### src/rtl/dmem_bus_ctrl.sv
// MEM-stage data bus controller: sequences loads/stores onto an OBI-style
// req/gnt/rvalid bus, stalls the pipeline, formats sub-word data, detects halt/timeout.
module dmem_bus_ctrl #(
    parameter logic [31:0] HALT_LO = 32'h0002_0000,
    parameter logic [31:0] HALT_HI = 32'h0002_0FFF,
    parameter int unsigned TIMEOUT = 255
) (
    input  logic        i_clk,
    input  logic        i_resetn,
    input  logic        i_mem_mem2reg,
    input  logic        i_mem_wmem,
    input  logic        i_mem_lsb,
    input  logic        i_mem_lsh,
    input  logic        i_mem_loadsignext,
    input  logic [31:0] i_mem_addr,
    input  logic [31:0] i_mem_wdata,
    output logic        data_req_o,
    output logic [31:0] data_addr_o,
    output logic        data_we_o,
    output logic [3:0]  data_be_o,
    output logic [31:0] data_wdata_o,
    input  logic        data_gnt_i,
    input  logic        data_rvalid_i,
    input  logic [31:0] data_rdata_i,
    output logic        o_stall,
    output logic        o_load_valid,
    output logic [31:0] o_load_data,
    output logic        o_misaligned,
    output logic        o_bus_err,
    output logic        o_stop_core
);
    localparam int unsigned CNT_W = 8;

    typedef enum logic [1:0] {IDLE, REQ, WAIT, HALT} state_t;

    state_t           state_q, state_d;
    logic [CNT_W-1:0] cnt_q;
    logic             ld_q, lsb_q, lsh_q, sext_q;
    logic [1:0]       off_q;
    logic             stop_q, err_q;

    logic        acc, is_store, misaligned, halt_st, issue, timeout_hit;
    logic        req_c, mis_c, lv_c, set_stop, set_err, cnt_clr, cnt_inc, latch;
    logic [3:0]  be_c;
    logic [31:0] wd_c, fmt_c;
    logic [7:0]  lane_b;
    logic [15:0] lane_h;

    // Access decode; a load wins when both load and store are flagged
    assign acc         = i_mem_mem2reg | i_mem_wmem;
    assign is_store    = i_mem_wmem & ~i_mem_mem2reg;
    assign misaligned  = i_mem_lsb ? 1'b0 :
                         i_mem_lsh ? i_mem_addr[0] : (i_mem_addr[1:0] != 2'b00);
    assign halt_st     = is_store & (i_mem_addr > HALT_LO) & (i_mem_addr < HALT_HI)
                         & (i_mem_wdata != 32'h0);
    assign issue       = acc & ~misaligned & ~halt_st;
    assign timeout_hit = (cnt_q == CNT_W'(TIMEOUT - 1));

    always_comb begin
        be_c = 4'b1111;
        wd_c = i_mem_wdata;
        if (i_mem_lsb) begin
            be_c = 4'b0001 << i_mem_addr[1:0];
            wd_c = {4{i_mem_wdata[7:0]}};
        end else if (i_mem_lsh) begin
            be_c = i_mem_addr[1] ? 4'b1100 : 4'b0011;
            wd_c = {2{i_mem_wdata[15:0]}};
        end
    end

    // Load lane select and extension from the attributes captured at grant
    always_comb begin
        case (off_q)
            2'd0:    lane_b = data_rdata_i[7:0];
            2'd1:    lane_b = data_rdata_i[15:8];
            2'd2:    lane_b = data_rdata_i[23:16];
            default: lane_b = data_rdata_i[31:24];
        endcase
        lane_h = off_q[1] ? data_rdata_i[31:16] : data_rdata_i[15:0];
        if (lsb_q)      fmt_c = {{24{sext_q & lane_b[7]}}, lane_b};
        else if (lsh_q) fmt_c = {{16{sext_q & lane_h[15]}}, lane_h};
        else            fmt_c = data_rdata_i;
    end

    always_ff @(posedge i_clk or negedge i_resetn) begin
        if (!i_resetn) state_q <= IDLE;
        else           state_q <= state_d;
    end

    always_comb begin
        state_d  = state_q;
        req_c    = 1'b0;
        o_stall  = 1'b0;
        mis_c    = 1'b0;
        lv_c     = 1'b0;
        set_stop = 1'b0;
        set_err  = 1'b0;
        cnt_clr  = 1'b0;
        cnt_inc  = 1'b0;
        latch    = 1'b0;
        case (state_q)
            IDLE: begin
                mis_c   = acc & misaligned;
                o_stall = acc & ~misaligned;
                if (acc & ~misaligned & halt_st) begin
                    set_stop = 1'b1;
                    state_d  = HALT;
                end else if (issue) begin
                    req_c   = 1'b1;
                    cnt_clr = 1'b1;
                    latch   = data_gnt_i;
                    state_d = data_gnt_i ? WAIT : REQ;
                end
            end
            REQ: begin
                req_c   = 1'b1;
                o_stall = 1'b1;
                cnt_inc = 1'b1;
                if (timeout_hit) begin
                    set_err  = 1'b1;
                    set_stop = 1'b1;
                    state_d  = HALT;
                end else if (data_gnt_i) begin
                    latch   = 1'b1;
                    state_d = WAIT;
                end
            end
            WAIT: begin
                o_stall = ~data_rvalid_i;
                cnt_inc = 1'b1;
                if (data_rvalid_i) begin
                    lv_c    = ld_q;
                    state_d = IDLE;
                end
                // A response in the timeout cycle still completes, but the halt takes priority
                if (timeout_hit) begin
                    set_err  = 1'b1;
                    set_stop = 1'b1;
                    state_d  = HALT;
                end
            end
            HALT: o_stall = 1'b1;
            default: state_d = IDLE;
        endcase
    end

    always_ff @(posedge i_clk or negedge i_resetn) begin
        if (!i_resetn) begin
            cnt_q  <= '0;
            ld_q   <= 1'b0;
            lsb_q  <= 1'b0;
            lsh_q  <= 1'b0;
            sext_q <= 1'b0;
            off_q  <= 2'b00;
            stop_q <= 1'b0;
            err_q  <= 1'b0;
        end else begin
            if (cnt_clr)      cnt_q <= '0;
            else if (cnt_inc) cnt_q <= cnt_q + CNT_W'(1);
            if (latch) begin
                ld_q   <= i_mem_mem2reg;
                lsb_q  <= i_mem_lsb;
                lsh_q  <= i_mem_lsh;
                sext_q <= i_mem_loadsignext;
                off_q  <= i_mem_addr[1:0];
            end
            if (set_stop) stop_q <= 1'b1;
            if (set_err)  err_q  <= 1'b1;
        end
    end

    // Bus fields are only driven while requesting; reset drops the request immediately
    assign data_req_o   = req_c & i_resetn;
    assign data_addr_o  = data_req_o ? {i_mem_addr[31:2], 2'b00} : 32'h0;
    assign data_we_o    = data_req_o & is_store;
    assign data_be_o    = data_req_o ? be_c : 4'b0000;
    assign data_wdata_o = (data_req_o & is_store) ? wd_c : 32'h0;
    assign o_misaligned = mis_c & i_resetn;
    assign o_load_valid = lv_c;
    assign o_load_data  = lv_c ? fmt_c : 32'h0;
    assign o_bus_err    = err_q;
    assign o_stop_core  = stop_q;
endmodule

### config.mk
export PLATFORM = sky130hd
export DESIGN_NAME = dmem_bus_ctrl
export DESIGN_NICKNAME = d
export VERILOG_FILES = /design/src/rtl/dmem_bus_ctrl.sv
export SDC_FILE = /design/constraint.sdc
export NUM_CORES = 1
export LEC_CHECK = 0
export CAP_MARGIN = 25
export CORE_ASPECT_RATIO = 1.5
export CORE_MARGIN = 2
export CORE_UTILIZATION = 40
export CTS_BUF_LIST = sky130_fd_sc_hd__clkbuf_4 sky130_fd_sc_hd__clkbuf_8
export CTS_CLUSTER_SIZE = 28
export DETAILED_ROUTE_END_ITERATION = 12
export PLACE_DENSITY_LB_ADDON = 0.15
export SYNTH_ARGS = -nofsm -noshare
export SYNTH_HDL_FRONTEND = slang
export SYNTH_SLANG_ARGS = --single-unit
### constraint.sdc
create_clock -name i_clk -period 6.15 [get_ports i_clk]
set_input_delay 0.615 -clock i_clk [delete_from_list [all_inputs] [get_ports i_clk]]
set_output_delay 0.615 -clock i_clk [all_outputs]
set_load 0.005 [all_outputs]
==> results by group, run 1 <==
Critical path
  • Crit. End Element: output port
  • WP data required: 5530 ps
  • Reg2Reg Launch Point: state_q[1]$_DFFE_PN0P_
  • Crit path launch type: input port
  • Critical-path maximum fanout: 47
  • Worst EP arrival: 4170 ps
  • Register-to-register setup slack: 3760 ps
  • Setup crit start: i_mem_lsb
  • Crit path kind: input port to output port

Place
  • Post-DP HPWL: 9.83 mm
  • Post-DP Area: 5090 µm²
  • Gp weighted congestion: 0.990
  • Port Buf Inserts: 209
  • Placed Cells: 686

Floorplanning
  • Die Ht: 110 µm
  • # rows: 38
  • Die X: 74.9 µm
  • I/O pins: 212
  • Total die area: 8270 µm²
  • Core box area: 7270 µm²
  • Initial core utilization: 41.5%

Clock tree
  • Cts hold-fix bufs: 0
  • # clock sinks: 18
  • Setup Fix Bufs, Post-CTS: 0
  • CTS tree: built
  • Clock transition at path regs: 70 ps
  • Maximum root-to-sink buffer count: 2
  • Clock insertion delay at the later pin of the skew report: 250 ps
  • H-tree depth: 1
  • Number of CTS-inserted buffers: 3
  • Clk Tree Root Cell: clkbuf_8
  • Post-CTS resize count: 0

Hold path
  • Hold Path Class: register to register
  • Hold Startpoint: o_bus_err$_DFFE_PN0P_

Route
  • DR iter-0 viols: 164
  • First drt pass iteration count: 4
  • Vias: 3,929
  • Final WL: 12.2 mm
  • Final ANT Viol Nets: 0
  • Routed length per instance: 17.6 µm
  • Post-DR vias/cell: 5.68
  • Drt drc: 0

Timing
  • Setup Skew: 8.33 ps
  • Fmax achieved: 209 MHz
  • Final hold viol count: 0
  • Setup tns final: 0 ps
  • Setup-failing EPs final: 0
  • Period utilization: 77.9%
  • Minimum clock period: 4790 ps
  • Slew HR: 32.4%
  • RSZ-0062 raised after global routing: false
  • Worst slew pin tran: 999 ps
  • Slew Viols, Final: 0

Synth
  • Post-synth ARST share: 100%
  • FF+latch count, synth: 18
  • Cell variety after synth: 55
  • Register area share after synthesis: 14.9%
  • Synthesized cell area: 3020 µm²
  • EDFF count, synth: 0
  • Cell count after synthesis: 407
  • Yosys top cell by area: dfrtp_1
  • Synthesized area per cell: 7.41 µm²
  • Primary FF master, synth: dfrtp_1
  • Top post-synthesis cells by area: dfrtp_1 15%, mux2i_1 11%, and2_1 6.6%
  • Post-synth top area share: 14.9%
  • Yosys warns: 0

GRT
  • Initial antenna violation count: 1
  • Vias in the first global route: 3,870
  • Grt ovf: 0
  • Gr usage total: 28.8%
  • Largest net degree at the start of global routing: 48
  • First-pass GRT wire length: 18.6 mm

Finish
  • Number of fill cells in the layout: 624
  • Final #Nets: 705
  • Post-route cell area: 5180 µm²
  • Layout Utilization: 71.2%
  • Final Non-Filler Cells: 692
  • Share of layout cells above drive strength 1: 3.72%
  • Register area: 450 µm²
  • Multi-input logic area: 2340 µm²
  • P&R area growth vs syn: 71.7%

Flow run
  • Reported max-cap violation count: 0

Power and ir drop
  • Leakage: 0.00205 µW
  • Worst VDD drop: 0.143 mV
  • Power Density: 249 nW/µm²
  • Power Total: 1290 µW

Status
  • Status: finished clean
==> metrics by stage <==
step | hold slack, ps | setup slack, ps
after floorplan | 319 | 3220
after global placement | 451 | 1500
after detailed placement | 462 | 1410
after CTS | 483 | 1410
after global routing | 500 | 1170
final | 475 | 1360
==> state kept, by name, indices dropped and copies added (netlist names) <==
name         flops
ld_q             1
o_stop_core      1
state_q          2
lsb_q            1
cnt_q            8
sext_q           1
off_q            2
o_bus_err        1
lsh_q            1
==> path summary, 6_finish.rpt <==
kind	end	depth (start not counted)
setup / recovery	data_wdata_o[28]	7
hold / removal	o_bus_err$_DFFE_PN0P_	1
setup reg to reg	cnt_q[1]$_DFFE_PN0P_	6
hold reg to reg	o_bus_err$_DFFE_PN0P_	1
max in group asynchronous	off_q[0]$_DFFE_PN0P_	2
min in group asynchronous	cnt_q[3]$_DFFE_PN0P_	2
==> final cells by class <==
class	instances	share of cell area (%)
Antenna cell	1	0.0483
Clock buffer	4	1.06
Inverter	14	1.01
Multi-Input combinational cell	341	45.3
Sequential cell	18	8.70
Tap cell	100	2.42
Timing Repair Buffer	214	41.5
==> layout by cell type, fill, tap and decap left out, types with 9 or more instances in the layout <==
cell type	instances
clkdlybuf4s50_1	209
nor3b_1	17
nand3_1	9
mux2i_1	33
nand2_1	28
a21oi_1	26
a21boi_0	10
nor2_1	27
inv_1	13
a211oi_1	10
dfrtp_1	18
nand4_1	10
and2_1	32
o21ai_0	27
nor4_1	17
and3_1	19
==> cells in the mapped netlist (2+ instances only) <==
master and count:
o2111ai_1 2, buf_4 2, buf_2 3, nand4_1 10, or4_1 2, nand2_1 28, nand2b_1 3, and3_1 19
nor3b_1 17, nor3_1 6, buf_1 2, o21ai_0 28, o22ai_1 5, nor2b_1 4, clkbuf_1 24, nand3_1 9
nor4_1 17, and2_1 32, o31a_1 2, a31o_2 2, xor2_1 5, mux2i_1 33, nor2_1 27, dfrtp_1 18
a211oi_1 10, mux4_2 8, inv_1 13, a21boi_0 10, ha_1 8, o211a_1 2, xnor2_1 2, buf_6 4
o21ai_1 2, a21oi_1 26, a221o_1 2
==> worst max-delay path, cell delays in order <==
cell             delay (ps)
clkdlybuf4s50_1         990
nor3b_1                 150
or4_1                   650
nand2_1                 150
o211a_1                 800
and3_1                  290
clkdlybuf4s50_1         510
==> power by group <==
group | leakage (µW) | switching (µW) | internal, µW
Sequential | 0.000221 | 85.2 | 160
Clock | 0.0000288 | 39.5 | 56.9
Combinational | 0.00180 | 456 | 493
Total | 0.00205 | 581 | 710
==> layer usage <==
| metal | part of all wire (%) | global-route usage (%) | vias to the layer above |
|---|---|---|---|
| li1 | - | - | 1885 |
| met1 | 36 | 31.1 | 1818 |
| met2 | 52 | 52.7 | 193 |
| met3 | 8.5 | 6.64 | 33 |
| met4 | 3.3 | 11.2 | 0 |
| met5 | 0 | 0 | - |
==> logic make-up (layout without fill, tap and decap cells) <==
kind of cell | Yosys count | count (layout) | synth area share (%)
compound gates | 100 | 100 | 20.9
xor+xnor | 7 | 7 | 2.03
fa+ha+maj | 8 | 8 | 3.32
buf+inv | 49 | 232 | 7.47
flops | 18 | 18 | 14.9
mux | 41 | 41 | 16.9
other cells | 1 | 3 | 0.124
simple gates | 183 | 183 | 34.3
Note: power is estimated with default switching activity, not from simulation.
==> run 2, diff against run 1 <==
--- a/config.mk
+++ b/config.mk
@@ -8,7 +8,7 @@
 export CAP_MARGIN = 25
 export CORE_ASPECT_RATIO = 1.5
 export CORE_MARGIN = 2
-export CORE_UTILIZATION = 40
+export CORE_UTILIZATION = 37
 export CTS_BUF_LIST = sky130_fd_sc_hd__clkbuf_4 sky130_fd_sc_hd__clkbuf_8
 export CTS_CLUSTER_SIZE = 28
 export DETAILED_ROUTE_END_ITERATION = 12
==> constraint.sdc (replaced) <==
create_clock -name i_clk -period 4.8 [get_ports i_clk]
set_input_delay 0.48 -clock i_clk [delete_from_list [all_inputs] [get_ports i_clk]]
set_output_delay 0.48 -clock i_clk [all_outputs]
set_load 0.005 [all_outputs]
==> run 2 against run 1 <==
  * Worst setup slack lost 770 ps
  * Non-clock buffer count rose by 3
  * Power grew 26%
  * Wire length rose by 1.2%
  * Sequential cell count is the same
==> results by group, run 2 (same netlist as run 1, synthesis figures left out) <==
Clock tree
  • Number of CTS-inserted buffers: 3 (unchanged)
  • Clock transition at path regs: 70 ps (about the same)
  • Setup Fix Bufs, Post-CTS: 0 (unchanged)
  • H-tree depth: 1 (unchanged)
  • # clock sinks: 18 (unchanged)
  • Maximum root-to-sink buffer count: 2 (unchanged)
  • Clock insertion delay at the later pin of the skew report: 260 ps (about the same)
  • Post-CTS resize count: 0 (unchanged)
  • CTS tree: built
  • Cts hold-fix bufs: 0 (unchanged)
  • Clk Tree Root Cell: clkbuf_8

Floorplanning
  • Total die area: 8910 µm² (+7.7%)
  • # rows: 40 (+5.3%)
  • Core box area: 7960 µm² (+9.4%)
  • I/O pins: 212 (unchanged)
  • Die X: 77.7 µm (+3.8%)
  • Die Ht: 115 µm (+3.8%)
  • Initial core utilization: 37.9% (-3.6 points)

Status
  • Status: finished clean

Finish
  • Final #Nets: 708 (+0.43%)
  • P&R area growth vs syn: 71.9%
  • Share of layout cells above drive strength 1: 4.21% (+0.49 points)
  • Commonest non-fill, non-tap cells in the layout: 209 x clkdlybuf4s50_1, 33 x mux2i_1, 32 x and2_1, 28 x nand2_1
  • Reg with most FFs: cnt_q
  • Regs by FF count: cnt_q: 8 flops, off_q: 2 flops, state_q: 2 flops
  • N_diodes: 0 (-1)
  • Max reg flops: 8 (unchanged)
  • Final Non-Filler Cells: 699 (+1.0%)
  • Commonest non-fill, non-tap cell in the layout: clkdlybuf4s50_1

GRT
  • Largest net degree at the start of global routing: 48 (unchanged)
  • Vias in the first global route: 3,888 (+0.47%)
  • Met2 track demand over resource: 50.7% (-1.9 points)
  • Met3 Usage GRT: 5.52% (-1.1 points)
  • GRT busiest layer: met2
  • First-pass GRT wire length: 19.5 mm (+5.0%)
  • Met1 usage: 30.5% (-0.59 points)
  • Initial antenna violation count: 0 (-1)
  • Grt ovf: 0 (unchanged)
  • Gr usage total: 26.9% (-1.9 points)

Critical path
  • Crit-path slowest cell: or4b_1
  • Setup crit start: i_mem_mem2reg
  • Register-to-register setup slack: 2440 ps (-1320 ps)
  • Critical path depth: 7 (unchanged)
  • Critical Path, Cell by Cell: clkdlybuf4s50_1 > and2b_1 > nand2_1 > or4b_1 > o211a_1 > and3_1 > clkdlybuf4s50_1
  • Reg2reg end: cnt_q[4]$_DFFE_PN0P_
  • Worst-case reg-to-reg path depth: 6 (unchanged)
  • Reg2Reg Launch Point: state_q[1]$_DFFE_PN0P_
  • Crit. End Element: output port
  • Critical-path maximum fanout: 47 (unchanged)
  • WP buf/inv: 2 (unchanged)
  • Most Frequent Cell on Critical Path: clkdlybuf4s50_1
  • Crit path launch type: input port
  • Worst EP arrival: 3730 ps (-440 ps)
  • Crit path to: data_wdata_o[6]
  • Crit path kind: input port to output port
  • Top Family by Delay on Critical Path: simple AND/OR/NAND/NOR gates
  • WP data required: 4320 ps (-1210 ps)
  • Max incr delay on CP: 680 ps (-310 ps)

Timing
  • Minimum clock period: 4210 ps
  • Setup-failing EPs final: 0 (unchanged)
  • Period utilization: 87.7%
  • Slew HR: 37.2% (+4.7 points)
  • RSZ-0062 raised after global routing: false
  • Setup Skew: 5.61 ps (-2.72 ps)
  • Worst slew pin tran: 939 ps (-60.2 ps)
  • Slew Viols, Final: 0 (unchanged)
  • Setup tns final: 0 ps (unchanged)
  • Final hold viol count: 0 (unchanged)
  • Worst Hold Margin: 475 ps (+0.157 ps)
  • Fmax achieved: 238 MHz

Power and ir drop
  • Combinational share of power: 73.1% (-0.4 points)
  • Power Internal: 894 µW (+26%)
  • Sequential power share: 19.1% (about the same)
  • Power Density: 314 nW/µm² (+26%)
  • Sw Share: 45.1% (+0.16 points)
  • P_sw: 736 µW (+27%)
  • Clock Power Share: 7.7% (+0.2 points)
  • Power Total: 1630 µW (+26%)
  • Leakage: 0.00206 µW (+0.33%)
  • Worst VDD drop: 0.157 mV (+9.9%)

Route
  • Post-DR vias/cell: 5.63 (-0.88%)
  • Routed length per instance: 17.7 µm (+0.21%)
  • Vias: 3,934 (+0.13%)
  • Drt drc: 0 (unchanged)
  • Final ANT Viol Nets: 0 (unchanged)
  • Final WL: 12.4 mm (+1.2%)
  • DR iter-0 viols: 238 (+45%)
  • First drt pass iteration count: 4 (unchanged)

Place
  • Placed Cells: 695 (+1.3%)
  • Port Buf Inserts: 209 (unchanged)
  • Post-DP HPWL: 9.92 mm (+0.94%)
  • Gp weighted congestion: 0.954 (-3.6%)

Hold path
  • Hold Path Class: register to register

Flow run
  • Reported max-cap violation count: 0 (unchanged)
==> run 2: cell count changes in the layout (fill, tap and decap cells not counted), sizes merged <==
cell	previous run	this run
buf	5	8
diode	1	0
==> run 2: worst min path at each step <==
stage | cells after the start | start | to
after floorplan | 0 | i_resetn | cnt_q[0]$_DFFE_PN0P_
after global placement | 1 | o_bus_err$_DFFE_PN0P_ | o_bus_err$_DFFE_PN0P_
after detailed placement | 1 | o_bus_err$_DFFE_PN0P_ | o_bus_err$_DFFE_PN0P_
after CTS | 1 | o_bus_err$_DFFE_PN0P_ | o_bus_err$_DFFE_PN0P_
after global routing | 1 | o_bus_err$_DFFE_PN0P_ | o_bus_err$_DFFE_PN0P_
final | 1 | o_bus_err$_DFFE_PN0P_ | o_bus_err$_DFFE_PN0P_
==> run 2: worst reg2reg max path, stage by stage (launching register included) <==
cell and delay (ps):
dfrtp_1 420, inv_1 130, ha_1 220, inv_1 70
or4_1 690, a21oi_1 580, nor2_1 110
==> run 2: layer usage <==
layer / vias to the layer above / part of all wire, % / wire length [µm]
li1: 1889 / - / -
met1: 1839 / 38 / 4750
met2: 191 / 52 / 6450
met4: 0 / 1.1 / 133
met5: - / 0 / 0
met3: 15 / 8.3 / 1030
==> run 2: metrics by stage <==
step / setup WS (ps) / util (%) / cell area [µm²]
floorplan: 2140 / - / 3020
global placement: 657 / 64.5 / 5130
detailed placement: 581 / 64.5 / 5130
CTS: 574 / 65.2 / 5190
global route: 390 / 65.2 / 5190
finish: 591 / 65.2 / 5190
==> run 2: area by class of cell <==
class	count	area, µm²
Fill cell	700	2770
Multi-Input combinational cell	341	2340
Timing Repair Buffer	217	2150
Sequential cell	18	450
Tap cell	105	131
Clock buffer	4	55.1
Inverter	14	52.6
==> run 2: power by group through the flow <==
stage / registers (µW) / logic (µW) / clock network, µW
after global placement: 312 / 1160 / 0
after global routing: 327 / 1310 / 135
after detailed placement: 317 / 1180 / 0
after floorplan: 248 / 796 / 0
final: 312 / 1190 / 126
after CTS: 314 / 1190 / 127
